**src/rtl/uart_tx.sv**
```systemverilog
// UART transmitter: accepts a word over valid/ready and serialises it as
// start bit, LSB-first data, optional parity and one or two stop bits.
module uart_tx #(
    parameter int DATA_WIDTH   = 8,
    parameter int CLKS_PER_BIT = 1,
    parameter int PARITY_EN    = 1,
    parameter int PARITY_ODD   = 0,
    parameter int STOP_BITS    = 1
) (
    input  logic                  tx_clk,
    input  logic                  reset,
    input  logic [DATA_WIDTH-1:0] tx_data,
    input  logic                  tx_valid,
    output logic                  tx_ready,
    output logic                  tx,
    output logic                  tx_busy,
    output logic                  tx_done
);

    localparam int BAUD_W = (CLKS_PER_BIT > 1) ? $clog2(CLKS_PER_BIT) : 1;
    localparam int BIT_W  = (DATA_WIDTH > 1) ? $clog2(DATA_WIDTH) : 1;
    localparam logic [BAUD_W-1:0] BAUD_LAST = BAUD_W'(CLKS_PER_BIT - 1);
    localparam logic [BIT_W-1:0]  BIT_LAST  = BIT_W'(DATA_WIDTH - 1);

    typedef enum logic [2:0] {
        IDLE   = 3'd0,
        START  = 3'd1,
        DATA   = 3'd2,
        PARITY = 3'd3,
        STOP   = 3'd4
    } state_t;

    state_t                state_reg, state_next;
    logic [BAUD_W-1:0]     baud_cnt_reg, baud_cnt_next;
    logic [BIT_W-1:0]      bit_cnt_reg, bit_cnt_next;
    logic                  stop_cnt_reg, stop_cnt_next;
    logic [DATA_WIDTH-1:0] shift_reg, shift_next;
    logic                  parity_reg, parity_next;
    logic                  tx_reg, tx_next;
    logic                  busy_reg, busy_next;
    logic                  ready_reg, ready_next;
    logic                  done_reg, done_next;
    logic                  bit_end;

    assign bit_end = (baud_cnt_reg == BAUD_LAST);

    // tx_next is the value the line takes from the coming edge, so every
    // transition also decides the first bit of the state being entered.
    always_comb begin
        state_next    = state_reg;
        baud_cnt_next = bit_end ? '0 : baud_cnt_reg + 1'b1;
        bit_cnt_next  = bit_cnt_reg;
        stop_cnt_next = stop_cnt_reg;
        shift_next    = shift_reg;
        parity_next   = parity_reg;
        tx_next       = tx_reg;
        done_next     = 1'b0;

        case (state_reg)
            IDLE: begin
                baud_cnt_next = '0;
                tx_next       = 1'b1;
                if (tx_valid && ready_reg) begin
                    state_next  = START;
                    shift_next  = tx_data;
                    parity_next = (^tx_data) ^ (PARITY_ODD != 0);
                    tx_next     = 1'b0;
                end
            end
            START: begin
                if (bit_end) begin
                    state_next   = DATA;
                    bit_cnt_next = '0;
                    tx_next      = shift_reg[0];
                end
            end
            DATA: begin
                if (bit_end) begin
                    if (bit_cnt_reg == BIT_LAST) begin
                        bit_cnt_next = '0;
                        if (PARITY_EN != 0) begin
                            state_next = PARITY;
                            tx_next    = parity_reg;
                        end else begin
                            state_next    = STOP;
                            stop_cnt_next = 1'b0;
                            tx_next       = 1'b1;
                        end
                    end else begin
                        bit_cnt_next = bit_cnt_reg + 1'b1;
                        shift_next   = shift_reg >> 1;
                        tx_next      = shift_next[0];
                    end
                end
            end
            PARITY: begin
                if (bit_end) begin
                    state_next    = STOP;
                    stop_cnt_next = 1'b0;
                    tx_next       = 1'b1;
                end
            end
            STOP: begin
                tx_next = 1'b1;
                if (bit_end) begin
                    if ((STOP_BITS == 2) && !stop_cnt_reg) begin
                        stop_cnt_next = 1'b1;
                    end else begin
                        state_next = IDLE;
                        done_next  = 1'b1;
                    end
                end
            end
            default: begin
                state_next = IDLE;
                tx_next    = 1'b1;
            end
        endcase

        busy_next  = (state_next != IDLE);
        ready_next = (state_next == IDLE);
    end

    always_ff @(posedge tx_clk) begin
        if (reset) begin
            state_reg    <= IDLE;
            baud_cnt_reg <= '0;
            bit_cnt_reg  <= '0;
            stop_cnt_reg <= 1'b0;
            shift_reg    <= '0;
            parity_reg   <= 1'b0;
            tx_reg       <= 1'b1;
            busy_reg     <= 1'b0;
            ready_reg    <= 1'b0;
            done_reg     <= 1'b0;
        end else begin
            state_reg    <= state_next;
            baud_cnt_reg <= baud_cnt_next;
            bit_cnt_reg  <= bit_cnt_next;
            stop_cnt_reg <= stop_cnt_next;
            shift_reg    <= shift_next;
            parity_reg   <= parity_next;
            tx_reg       <= tx_next;
            busy_reg     <= busy_next;
            ready_reg    <= ready_next;
            done_reg     <= done_next;
        end
    end

    assign tx       = tx_reg;
    assign tx_busy  = busy_reg;
    assign tx_ready = ready_reg;
    assign tx_done  = done_reg;

endmodule
```
**config.mk**
```make
export PLATFORM = sky130hd
export DESIGN_NAME = uart_tx
export DESIGN_NICKNAME = d
export VERILOG_FILES = /design/src/rtl/uart_tx.sv
export SDC_FILE = /design/constraint.sdc
export NUM_CORES = 1
export LEC_CHECK = 0
export CAP_MARGIN = 20
export CORE_AREA = 3 3 63 65
export CTS_CLUSTER_SIZE = 12
export DETAILED_ROUTE_END_ITERATION = 8
export DIE_AREA = 0 0 66 68
export REMOVE_ABC_BUFFERS = 1
export SYNTH_ARGS = -nofsm -noshare
export SYNTH_HDL_FRONTEND = slang
export SYNTH_SLANG_ARGS = --single-unit
```
**constraint.sdc**
```tcl
create_clock -name tx_clk -period 4.15 [get_ports tx_clk]
set_input_delay 0.83 -clock tx_clk [delete_from_list [all_inputs] [get_ports tx_clk]]
set_output_delay 0.83 -clock tx_clk [all_outputs]
set_load 0.02 [all_outputs]
```
==> key figures <==
Floorplan
  • Die X: 66 um
  • Die Y: 68 um
  • Num ports: 15
  • Core Rows: 21
  • Core Footprint: 3390 um2
  • Die area: 4490 um2
  • Starting Density: 29.9%

Global routing
  • Total track usage: 9.43%
  • Global-route wire length before repair: 3180 um
  • Global route overflow: 0
  • Vias in the first global route: 715
  • Initial antenna violation count: 0
  • Pin count of the biggest net entering global routing: 20

Clock tree
  • CTS Root Cell: clkbuf_4
  • CTS clk-pin slew, worst paths: 110 ps
  • Total clock sinks: 20
  • Clock Latency Late Sink: 300 ps
  • Max Root-Sink Buffers: 2
  • Post-CTS sizing: 0
  • Setup bufs post-CTS: 0
  • CTS tree: built
  • Cts bufs inserted: 3
  • Max H-tree Level: 1
  • Hold buffer count at CTS: 0

Setup path
  • Critical Path RT: 4380 ps
  • Critical path class: primary input to flip-flop
  • CP max stage cell: a211oi_4
  • Crit path max fanout: 15
  • Startpoint types: primary input
  • Crit end category: flip-flop
  • Slowest cell delay on critical path: 620 ps
  • Critical path, cell by cell: clkdlybuf4s50_1, nand3b_1, a211oi_4, nor2_1, a211oi_2
  • Crit path DAT: 2430 ps

Layout
  • Max FFs per register: 8
  • Area grow syn2layout: 18.5%
  • Inserted Diodes: 0
  • Fraction of final layout cells sized beyond drive strength 1: 10.9%
  • Fin nets: 133
  • Layout fillers: 345
  • Post-Layout Cell Count: 165

Logic synthesis
  • Ys flop type: dfxtp_1
  • Simple-gate share of the synthesized area: 19.4%
  • Compound-Gate Fraction of Synth Area: 15.7%
  • Yosys cell types: 33
  • Main combinational cell family by area after synthesis: simple AND/OR/NAND/NOR gates
  • Yosys warns: 0
  • Yosys top cell by area: dfxtp_1
  • #FFs+latches synth: 20
  • Mean Syn Cell Area: 9.37 um2
  • Area fraction of the dominant cell type after synthesis: 39.6%
  • Synth Area in XOR/XNOR: 7.79%
  • Most frequent cell after synthesis: dfxtp_1
  • Synth Area in Adders: 2.47%
  • Sequential area share after synthesis: 39.6%
  • Syn Std Cell Area: 1010 um2
  • Number of flops mapped to enable cells by yosys: 0
  • Most frequent cells after synthesis: dfxtp_1, nor2_1, mux2i_1, xnor2_1, nand2_1
  • Synth top area cells: dfxtp_1, mux2i_1, xnor2_1
  • Asr flop ratio synth: 0%
  • Multiplexer area fraction after synthesis: 9.02%
  • Post-Synthesis Cells: 108

Timing
  • Final setup viols: 0
  • Clock skew: 6.40 ps
  • Setup TNS: 0 ps
  • Peak Freq: 0.455 GHz
  • Worst Tran Pin Value: 734 ps
  • Final hold viol count: 0
  • Fin crit share: 53.0%
  • Post-route minimum period: 2200 ps
  • Worst rel slew slack: 50.9%
  • RSZ-0062 raised after global routing: false
  • Fin. max-slew vios: 0

Drt
  • DRT antenna net count: 0
  • Drt pass-1 iters: 3
  • Via density: 4.57
  • DRT Wirelength: 1840 um
  • Per-cell routed wire length: 11.2 um
  • Via count: 754
  • Starting DRT DRC Count: 63
  • Drt drc: 0

Placement
  • Placer Congestion: 0.742
  • Placed wire-length estimate: 1400 um
  • Placed cell count: 161
  • Port-buffer cells: 14

Power
  • Lkg Pwr: 0.412 nW
  • Power density over the cells: 341 nW/um2
  • Maximum vdd drop: 0.0905 mV

Hold path
  • Hold Crit Class: flip-flop to flip-flop

Run
  • Max-cap viol count: 0

Run status
  • Status: completed
[final timing paths]
| path | cells past startpoint | startpoint | endpoint | slack [ps] |
|---|---|---|---|---|
| max reg2reg | 6 | bit_cnt_reg[0] | shift_reg[4] | 1960 |
| min reg2reg | 2 | shift_reg[7] | shift_reg[7] | 490 |
| max | 5 | tx_valid | shift_reg[4] | 1950 |
| min | 2 | shift_reg[7] | shift_reg[7] | 490 |
[critical path: cells and delay by family]
family	cells	cell delay (ps)
and+or+nand+nor	2	290
AOI/OAI and AO/OA	2	830
buffers and inverters	1	480
[per-layer routing]
metal	wire length, um	GRT usage (%)
met1	890	12.0
met3	96	2.13
met5	0	0
met2	806	14.3
met4	47	6.09
[area by class of cell]
cell class | count | area, um2 | area share, %
Clock buffer | 4 | 36.3 | 3.02
Timing Repair Buffer | 15 | 148 | 12.3
Inverter | 1 | 3.75 | 0.313
Tap cell | 46 | 57.6 | 4.80
Sequential cell | 20 | 400 | 33.4
Multi-Input combinational cell | 79 | 554 | 46.2
[power breakdown]
part	internal [W]	leakage, nW	total (W)	switching [W]
Sequential	0.000205	0.164	0.000215	0.0000101
Combinational	0.0000413	0.227	0.0000800	0.0000387
Clock	0.0000536	0.0210	0.000114	0.0000603
[cells in the final DEF (no fill, tap or decap), types with 3 or more instances in the layout]
cell type	n
nor2_1	13
nand2b_1	3
nor3_1	4
a21oi_1	5
clkdlybuf4s50_1	14
a211oi_2	3
a211oi_1	5
mux2i_1	8
clkbuf_4	3
xnor2_1	8
dfxtp_1	20
nand2_1	7
[through the flow]
step	setup slack (ps)	hold slack, ps	cell area (um2)	total power (W)	utilization [%]
floorplan	1880	440	958	0.000270	-
global placement	1690	459	1160	0.000299	34.3
detailed placement	1640	475	1160	0.000301	34.3
CTS	1950	494	1200	0.000414	35.4
global route	1760	527	1200	0.000433	35.4
finish	1950	488	1200	0.000409	35.4
[kinds of logic (layout without fill, tap and decap cells)]
| group | count (synthesis) | in the layout |
|---|---|---|
| adder cells (fa/ha/maj) | 2 | 2 |
| AND/OR/NAND/NOR | 38 | 38 |
| other | 1 | 1 |
| XOR/XNOR | 9 | 9 |
| AO/OA/AOI/OAI | 20 | 20 |
| multiplexers | 9 | 9 |
| flip-flops | 20 | 20 |
| buffers and inverters | 9 | 20 |
Note: power is estimated with default switching activity, not from simulation.
